[src/rtl/stopwatch_pkg.sv]
// Shared types and defaults for the stopwatch control block.
// State encoding, count width and default timing constants.
package stopwatch_pkg;

  localparam int CNT_W          = 8;
  localparam int TICK_DIV_DEF   = 20000000;
  localparam int COUNT_MAX_DEF  = 32;
  localparam int DEB_CYCLES_DEF = 1000000;

  typedef enum logic [1:0] {
    ST_IDLE  = 2'd0,
    ST_RUN   = 2'd1,
    ST_PAUSE = 2'd2
  } state_t;

endpackage

[src/rtl/btn_debounce.sv]
// Button conditioner: 2-FF synchroniser, stability counter, rising-edge pulse.
// Pulse appears 2 + DEB_CYCLES cycles after the raw level rises; no backpressure.
module btn_debounce
  import stopwatch_pkg::*;
#(
  parameter int DEB_CYCLES = DEB_CYCLES_DEF
) (
  input  logic clk,
  input  logic rst,
  input  logic btn,
  output logic pulse
);

  localparam int             CW       = $clog2(DEB_CYCLES);
  localparam logic [CW-1:0]  CNT_LAST = CW'(DEB_CYCLES - 1);

  logic          sync1;
  logic          sync2;
  logic          level;
  logic [CW-1:0] cnt;

  // The pulse is issued in the same cycle the accepted level rises.
  always_ff @(posedge clk or posedge rst) begin
    if (rst) begin
      sync1 <= 1'b0;
      sync2 <= 1'b0;
      level <= 1'b0;
      cnt   <= '0;
      pulse <= 1'b0;
    end else begin
      sync1 <= btn;
      sync2 <= sync1;
      pulse <= 1'b0;
      if (sync2 == level) begin
        cnt <= '0;
      end else if (cnt == CNT_LAST) begin
        level <= sync2;
        cnt   <= '0;
        pulse <= sync2;
      end else begin
        cnt <= cnt + 1'b1;
      end
    end
  end

endmodule

[src/rtl/stopwatch_ctrl.sv]
// Stopwatch control: debounced buttons, IDLE/RUN/PAUSE FSM, prescaler, counter, lap freeze.
// Outputs registered; disp follows q/lap one cycle later; no backpressure.
module stopwatch_ctrl
  import stopwatch_pkg::*;
#(
  parameter int TICK_DIV   = TICK_DIV_DEF,
  parameter int COUNT_MAX  = COUNT_MAX_DEF,
  parameter int DEB_CYCLES = DEB_CYCLES_DEF
) (
  input  logic             clk,
  input  logic             rst,
  input  logic             btn_start,
  input  logic             btn_lap,
  input  logic             btn_clr,
  output logic [CNT_W-1:0] q,
  output logic [CNT_W-1:0] disp,
  output logic             running,
  output logic             paused,
  output logic             lap_valid,
  output logic             wrap
);

  localparam int               PW       = $clog2(TICK_DIV);
  localparam logic [PW-1:0]    PRE_LAST = PW'(TICK_DIV - 1);
  localparam logic [CNT_W-1:0] Q_MAX    = CNT_W'(COUNT_MAX);

  state_t           state;
  state_t           state_nxt;
  logic [PW-1:0]    pre;
  logic [CNT_W-1:0] lap_q;
  logic             start_p;
  logic             lap_p;
  logic             clr_p;
  logic             tick;
  logic             lap_act;

  btn_debounce #(.DEB_CYCLES(DEB_CYCLES)) u_deb_start (
    .clk   (clk),
    .rst   (rst),
    .btn   (btn_start),
    .pulse (start_p)
  );

  btn_debounce #(.DEB_CYCLES(DEB_CYCLES)) u_deb_lap (
    .clk   (clk),
    .rst   (rst),
    .btn   (btn_lap),
    .pulse (lap_p)
  );

  btn_debounce #(.DEB_CYCLES(DEB_CYCLES)) u_deb_clr (
    .clk   (clk),
    .rst   (rst),
    .btn   (btn_clr),
    .pulse (clr_p)
  );

  assign tick    = (state == ST_RUN) && (pre == PRE_LAST);
  // Lap yields to both clear and start/stop arriving in the same cycle.
  assign lap_act = lap_p && !start_p && !clr_p;

  always_comb begin
    state_nxt = state;
    if (clr_p) begin
      state_nxt = ST_IDLE;
    end else if (start_p) begin
      case (state)
        ST_IDLE:  state_nxt = ST_RUN;
        ST_RUN:   state_nxt = ST_PAUSE;
        ST_PAUSE: state_nxt = ST_RUN;
        default:  state_nxt = ST_IDLE;
      endcase
    end
  end

  always_ff @(posedge clk or posedge rst) begin
    if (rst) begin
      state <= ST_IDLE;
    end else begin
      state <= state_nxt;
    end
  end

  always_ff @(posedge clk or posedge rst) begin
    if (rst) begin
      pre       <= '0;
      q         <= '0;
      wrap      <= 1'b0;
      lap_q     <= '0;
      lap_valid <= 1'b0;
      disp      <= '0;
    end else begin
      wrap <= 1'b0;
      disp <= lap_valid ? lap_q : q;
      if (clr_p) begin
        pre       <= '0;
        q         <= '0;
        lap_q     <= '0;
        lap_valid <= 1'b0;
      end else begin
        // Prescaler holds outside RUN so a resume continues the current second.
        if (state == ST_RUN) begin
          pre <= tick ? '0 : pre + 1'b1;
        end
        if (tick) begin
          if (q < Q_MAX) begin
            q <= q + 1'b1;
          end else begin
            q    <= '0;
            wrap <= 1'b1;
          end
        end
        if (lap_act) begin
          if (state == ST_RUN && !lap_valid) begin
            lap_q     <= q;
            lap_valid <= 1'b1;
          end else if (state != ST_IDLE) begin
            lap_valid <= 1'b0;
          end
        end
      end
    end
  end

  assign running = (state == ST_RUN);
  assign paused  = (state == ST_PAUSE);

endmodule
[config.mk]
export PLATFORM = sky130hd
export DESIGN_NAME = stopwatch_ctrl
export DESIGN_NICKNAME = d
export VERILOG_FILES = /design/src/rtl/stopwatch_pkg.sv /design/src/rtl/btn_debounce.sv /design/src/rtl/stopwatch_ctrl.sv
export SDC_FILE = /design/constraint.sdc
export NUM_CORES = 1
export LEC_CHECK = 0
export ABC_AREA = 1
export CORE_ASPECT_RATIO = 2
export CORE_MARGIN = 5
export CORE_UTILIZATION = 55
export CTS_CLUSTER_DIAMETER = 80
export DETAILED_ROUTE_END_ITERATION = 7
export PLACE_DENSITY = 0.82
export SLEW_MARGIN = 10
export SYNTH_ARGS = -nofsm -noshare
export SYNTH_HDL_FRONTEND = slang
export SYNTH_SLANG_ARGS = --single-unit
export TNS_END_PERCENT = 50
[constraint.sdc]
create_clock -name clk -period 10.3 [get_ports clk]
set_input_delay 2.06 -clock clk [delete_from_list [all_inputs] [get_ports clk]]
set_output_delay 2.06 -clock clk [all_outputs]
set_load 0.05 [all_outputs]
Yosys cells after proc, flatten, opt, wreduce, memory -nomap -nowiden
Index checks and enable logic that the tools add are counted.

Bits in registers: 125. Bits of input ports: 5. Output and inout bits: 20. Logic and storage cells: 93.

Add/subtract/negate cells: 5. Order comparisons: 1. Equal/unequal tests: 9. Muxes and demuxes: 32. Bitwise gates (word level): 3. Reductions and logical operators: 21.

Operators with widths (count): $mux 20 (6); $mux 25 (3); $add 20x1->20 const B (3); $eq 20x20->1 const B (3); $mux 8 (7); $add 25x1->25 const B (1); $eq 25x25->1 const B (1); $mux 1 (13); $reduce_bool 2->1 (6); $reduce_and 2->1 (5); $add 8x1->8 const B (1); $lt 8x6->1 const B (1); $logic_and 1x1->1 (4); $mux 2 (2); $pmux 2 s2 (1); $eq 1x1->1 (3); $logic_not 1->1 (3); $not 1->1 (3); $reduce_bool 3->1 (1); $eq 2x1->1 const B (1); $eq 2x2->1 const B (1); $logic_not 2->1 (1); $reduce_or 2->1 (1).

Depth between registers and ports, before layout
Gate-level depths: netlist (run 1).

Depth in word-level cells: 5. Mapped depth: 10. Gate-level depth less buffers: 10.

Hierarchy
Synthesis (run 1) repeated with hierarchy kept, for this count alone.

Cell total of the unflattened synthesis: 861. Area total of the unflattened synthesis: 6730.2 um^2.

Modules (own cells, without submodules): btn_debounce (instances 3, cells an instance 164, area an instance 1298.7 um^2, sequential area each 600.6 um^2); stopwatch_ctrl (instances 1, cells an instance 369, area an instance 2834.0 um^2, sequential area each 1326.3 um^2).

Worst setup path before layout (run 1)
No wires, ideal clock.

Kind: register -> output. Start: register state[1]. End: output port paused. Data arrival time: 1189 ps. Data required time: 8240 ps. Path slack: 7051 ps. Stages on the path, launching flop included: 3. Buffers on the path: 0. Cells stage by stage: dfrtp_1 inv_1 nor2_1.

Word-level cells in the longest chain between the ends: 1.

RTL lines: start: declaration (RTL line stopwatch_ctrl.sv:27) `state_t state;`; start signal: assignment (RTL line stopwatch_ctrl.sv:80) `state <= state_nxt;`; $eq 2x2->1 (RTL line stopwatch_ctrl.sv:126) `assign paused = (state == ST_PAUSE);`; end: declaration (RTL line stopwatch_ctrl.sv:18) `output logic paused,`.

No other way between the ends.

Final worst setup path (run 1)
Start: register lap_valid. End: output port lap_valid.

RTL lines: start: declaration (RTL line stopwatch_ctrl.sv:19) `output logic lap_valid,`; start signal: assignment (RTL line stopwatch_ctrl.sv:90) `lap_valid <= 1'b0;`; start signal: assignment (RTL line stopwatch_ctrl.sv:99) `lap_valid <= 1'b0;`; start signal: assignment (RTL line stopwatch_ctrl.sv:116) `lap_valid <= 1'b1;`.

No word-level cell between the ends.

==> results of run 1 <==
## cells in the mapped netlist
cell,instances,area [um2]
o21ai_1,2,10.0
buf_6,2,22.5
buf_2,2,10.0
o21bai_1,4,30.0
xnor2_1,6,52.6
nand2_4,2,22.5
nor3b_1,4,30.0
nand4_1,19,119
nor2_4,8,90.1
nor4_1,1,6.26
nand2_1,211,792
nor2_8,2,40.0
inv_1,88,330
a21oi_1,10,50.1
nor2_2,11,68.8
nand2_2,9,56.3
and3_1,1,6.26
o21ai_0,25,125
nor3_1,14,70.1
nor3_2,4,40.0
inv_2,9,33.8
xor2_1,30,263
clkbuf_1,2,7.51
dfrtp_1,125,3130
nand3_1,63,315
o21ai_2,1,8.76
ha_1,5,62.6
nand3_2,1,10.0
a21o_1,1,7.51
and2_1,3,18.8
nor2_1,183,687
clkinv_1,2,7.51
buf_4,1,7.51
nand3b_1,5,37.5
## area by class of cell
cell class / instances / area, um2
flip-flops and latches: 125 / 3130
multi-input cells: 625 / 3020
well taps: 145 / 181
repair buffers: 25 / 248
clock inverters: 10 / 206
clock buffers: 22 / 494
inverters: 99 / 374
fillers: 955 / 4050
## layer usage
| metal | vias up | track usage | share of wire |
|---|---|---|---|
| met4 | 0 | 0.145 | 0.050 |
| met5 | - | 0 | 0 |
| li1 | 2761 | - | - |
| met3 | 58 | 0.0454 | 0.029 |
| met1 | 2621 | 0.240 | 0.38 |
| met2 | 139 | 0.396 | 0.54 |
## cell families after synthesis
kind of cell | share of synthesized area
xor gates and xnor gates | 0.0480
AOI/OAI and AO/OA | 0.0353
buffers and inverters | 0.0638
adders and majority gates | 0.00953
DFF | 0.476
and+or+nand+nor | 0.367
## worst max-delay path by stage
| stage | slack [ns] | cells past startpoint | end |
|---|---|---|---|
| 5_1_grt | 6.16 | 1 | lap_valid |
| 2_1_floorplan | 4.91 | 1 | disp[0]$_DFF_PP0_ |
| 3_5_place_dp | 6.31 | 3 | q[7]$_DFFE_PP0P_ |
| 4_1_cts | 6.26 | 1 | lap_valid |
| 3_3_place_gp | 6.34 | 3 | q[6]$_DFFE_PP0P_ |
| 6_report | 6.26 | 1 | lap_valid |
## sequential cells by signal, indices dropped and copies added (netlist names)
name	cells
u_deb_clr.pulse	1
pre	25
u_deb_clr.cnt	20
disp	8
u_deb_start.pulse	1
u_deb_clr.level	1
lap_q	8
u_deb_lap.sync1	1
u_deb_start.sync2	1
u_deb_lap.pulse	1
lap_valid	1
q	8
u_deb_clr.sync2	1
wrap	1
u_deb_start.sync1	1
u_deb_start.level	1
u_deb_lap.sync2	1
u_deb_lap.level	1
u_deb_lap.cnt	20
state	2
u_deb_start.cnt	20
u_deb_clr.sync1	1
## report_power, final
part / internal (mW) / total, mW / switching [mW]
clock: 0.486 / 0.701 / 0.215
combinational: 0.00493 / 0.0222 / 0.0173
sequential: 0.495 / 0.498 / 0.00276
total: 0.986 / 1.22 / 0.235
## stage by stage
| step | power [mW] | instances |
|---|---|---|
| after floorplan | 0.522 | 856 |
| after global placement | 0.529 | 1019 |
| after detailed placement | 0.530 | 1019 |
| after CTS | 1.23 | 1051 |
| after global routing | 1.26 | 1051 |
| final | 1.22 | 1051 |
==> results.cfg, run 1 <==
[critical_path]
r2r_slack_ns = 8.50
path_cells = clkdlybuf4s50_1
critPathMaxStageDelay_ns = 0.90
path_delay_family = buffers and inverters
timing.rr.start = u_deb_clr.pulse$_DFF_PP0_
cp_slowest_cell = clkdlybuf4s50_1
critPathLaunch = lap_valid$_DFFE_PP0P_
cp_data_arrival_time_ns = 1.98
worst_setup_path_start_kind = flop
r2r_cells = 7
crit_buf_inv = 1
path_class = reg -> out
reg2reg_to = pre[18]$_DFFE_PP0P_
crit_required_ns = 8.24
crit_fanout = 19
cp-end-kind = output port

[drt]
viasPerCell = 5.31
antenna_left = 0
drc = 0
drtIter0Drc = 341
first_pass_iters = 6
routedWlPerCell_um = 14.2
vias = 5579
wl_um = 14900

[sta]
fin_ws_ns = 6.26
hold_viol_final = 0
setup_tns_ns = 0
grt_setup_unrepaired = false
max_slew_margin = 0.444
clock_skew_ns = 0.00800
max_freq_mhz = 248
min_period_over_period = 0.392
hold_ws_ns = 0.349
drv_slew = 0
worstMarginPinSlew_ns = 0.834
setup_viol = 0
period_needed_ns = 4.04

[global_routing]
grt_start_max_net_pins = 69
grt_pass1_vias = 5636
grt_overflow_total = 0
antenna_found_initial = 0
grt_pass1_wl_um = 25300
grt.total_usage = 0.226

[clock_network]
clk_pin_slew_ns = 0.05
clk_latency_ns = 0.41
cts_tree = yes
ctsHoldBuffers = 0
cts_buffers = 17
cts_resized = 0
cts_buffer_depth = 2
post_cts_buffers = 0
root_buffer = clkbuf_16
htreeDepth = 4
cts.sinks = 125

[place]
post-place-ws_ns = 6.31
dpl-instance-area_um2 = 6950
dp.final_hpwl_um = 10600
place_congestion = 0.877
io_buffer_count = 24

[min_path]
hp-start = u_deb_clr.sync1$_DFF_PP0_
hold_end = u_deb_clr.sync2$_DFF_PP0_
min_path_type = reg -> reg
hold_depth = 0

[die]
core-area_um2 = 11700
die_area_um2 = 14400
fp.dieH_um = 165
die_w_um = 87.3
pin_count = 25
num_rows = 56
start_util = 0.561

[pwr]
p_leak_nw = 3.53
ir_worst_vdd_mv = 0.145
p_per_area_nw_per_um2 = 160

[cells_and_area]
final_cell_mix = nand2_1, nor2_1, dfrtp_1
finalCoreUtilization = 0.654
drive_gt1_frac = 0.0894
final_common_cell = nand2_1
antenna-diode-count = 0
syn_to_final_growth_pct = 16.5
nets = 903
final_cell_area_um2 = 7650

[synth]
syn-cell-area_um2 = 6570
syn_inst = 856
yosysWarningCount = 0
avgSynthCellArea_um2 = 7.67
ys_seq_area_frac = 0.476
synth-seq-cells = 125
syn_nets = 866
synth.distinct_cells = 34

[outcome]
status = finished clean

[job]
maxCapViolCount = 0
Note: power is estimated with default switching activity, not from simulation.
==> run 2, diff against run 1 <==
- clock period: 10.3 -> 3.86 ns (I/O delays scaled with it)
==> results.cfg, run 2 (synthesized netlist as in run 1, its figures left out) <==
[drt]
routedWlPerCell_um = 14.5
vias = 5686
wl_um = 15200
drtIter0Drc = 348
viasPerCell = 5.41
first_pass_iters = 6
drc = 0
antenna_left = 0

[critical_path]
r2r_slack_ns = 2.04
path_class = reg -> out
worst_setup_path_start_kind = flop
critPathMaxStageDelay_ns = 0.91
path_cells = clkdlybuf4s50_1
cp_slowest_cell = clkdlybuf4s50_1
cp_data_arrival_time_ns = 1.98
crit_fanout = 19
crit_required_ns = 3.09
path_delay_family = buffers and inverters
cp-end-kind = output port
crit_buf_inv = 1

[pwr]
p_leak_nw = 3.47
finalPower_mw = 3.04
p_per_area_nw_per_um2 = 401
ir_worst_vdd_mv = 0.352

[cells_and_area]
largest_register_ffs = 25
syn_to_final_growth_pct = 15.5
final_cell_mix = nand2_1, nor2_1, dfrtp_1
drive_gt1_frac = 0.0894
final_common_cell = nand2_1
regMostFlops = pre
antenna-diode-count = 0
nets = 903

[clock_network]
ctsHoldBuffers = 0
htreeDepth = 4
clk_pin_slew_ns = 0.06
root_buffer = clkbuf_16
cts_buffer_depth = 2
cts_resized = 0
clk_latency_ns = 0.41
cts_tree = yes
cts_buffers = 17
post_cts_buffers = 0
cts.sinks = 125

[sta]
max_freq_mhz = 364
period_needed_ns = 2.75
setup_tns_ns = 0
grt_setup_unrepaired = false
setup_viol = 0
min_period_over_period = 0.712
drv_slew = 0
worstMarginPinSlew_ns = 0.729
clock_skew_ns = 0.00644
max_slew_margin = 0.514
hold_viol_final = 0

[global_routing]
grt_pass1_wl_um = 26000
grt_overflow_total = 0
grt_start_max_net_pins = 126
grt.total_usage = 0.231
antenna_found_initial = 0
grt_pass1_vias = 5667

[die]
pin_count = 25
fp.dieH_um = 165
num_rows = 56
core-area_um2 = 11700
die_area_um2 = 14400
die_w_um = 87.3
start_util = 0.561

[place]
place_congestion = 0.952
dp.final_hpwl_um = 10700
io_buffer_count = 24

[min_path]
min_path_type = reg -> reg

[job]
maxCapViolCount = 0

[outcome]
status = finished clean
[run 2: changes by cell type in the layout (fill, tap and decap cells not counted)]
cell,before,now
clkbuf_8,5,2
clkinvlp_4,1,6
buf_4,1,0
buf_12,0,1
bufinv_16,6,3
inv_4,1,0
inv_6,0,2
[run 2: area by class of cell]
cell class | count | area (um2)
Sequential cell | 125 | 3130
Tap cell | 145 | 181
Fill cell | 943 | 4120
Multi-Input combinational cell | 625 | 3020
Inverter | 99 | 375
Timing Repair Buffer | 25 | 260
Clock buffer | 19 | 453
Clock inverter | 13 | 164
[run 2: final timing paths]
check                                     startpoint                    endpoint  cells after the start
max in group asynchronous                        rst  u_deb_clr.cnt[1]$_DFF_PP0_                      3
min in group asynchronous                        rst           disp[7]$_DFF_PP0_                      3
setup reg to reg           u_deb_clr.pulse$_DFF_PP0_          pre[4]$_DFFE_PP0P_                      6
setup / recovery               lap_valid$_DFFE_PP0P_                   lap_valid                      1
hold / removal             u_deb_lap.sync1$_DFF_PP0_   u_deb_lap.sync2$_DFF_PP0_                      0
hold reg to reg            u_deb_lap.sync1$_DFF_PP0_   u_deb_lap.sync2$_DFF_PP0_                      0
[run 2: routing by layer]
metal | up-vias | GRT usage | part of all wire
met3 | 67 | 0.0549 | 0.038
met4 | 0 | 0.131 | 0.054
met5 | - | 0 | 0
met1 | 2679 | 0.241 | 0.36
met2 | 167 | 0.410 | 0.54
li1 | 2773 | - | -
[run 2: power breakdown]
part	internal (mW)	leakage (nW)	switching, mW	total (mW)
clock	1.05	0.288	0.599	1.65
combinational	0.0146	1.46	0.0459	0.0606
sequential	1.32	1.73	0.00739	1.33
total	2.39	3.47	0.652	3.04
[run 2: stage by stage]
step	instances	utilization	setup slack, ns	hold slack, ns	instance area, um2
after floorplan	856	-	1.55	0.331	6570
after global placement	1019	0.595	1.58	0.332	6960
after detailed placement	1019	0.595	1.55	0.336	6960
after CTS	1051	0.648	1.11	0.348	7580
after global routing	1051	0.648	1.01	0.358	7580
final	1051	0.648	1.11	0.345	7580
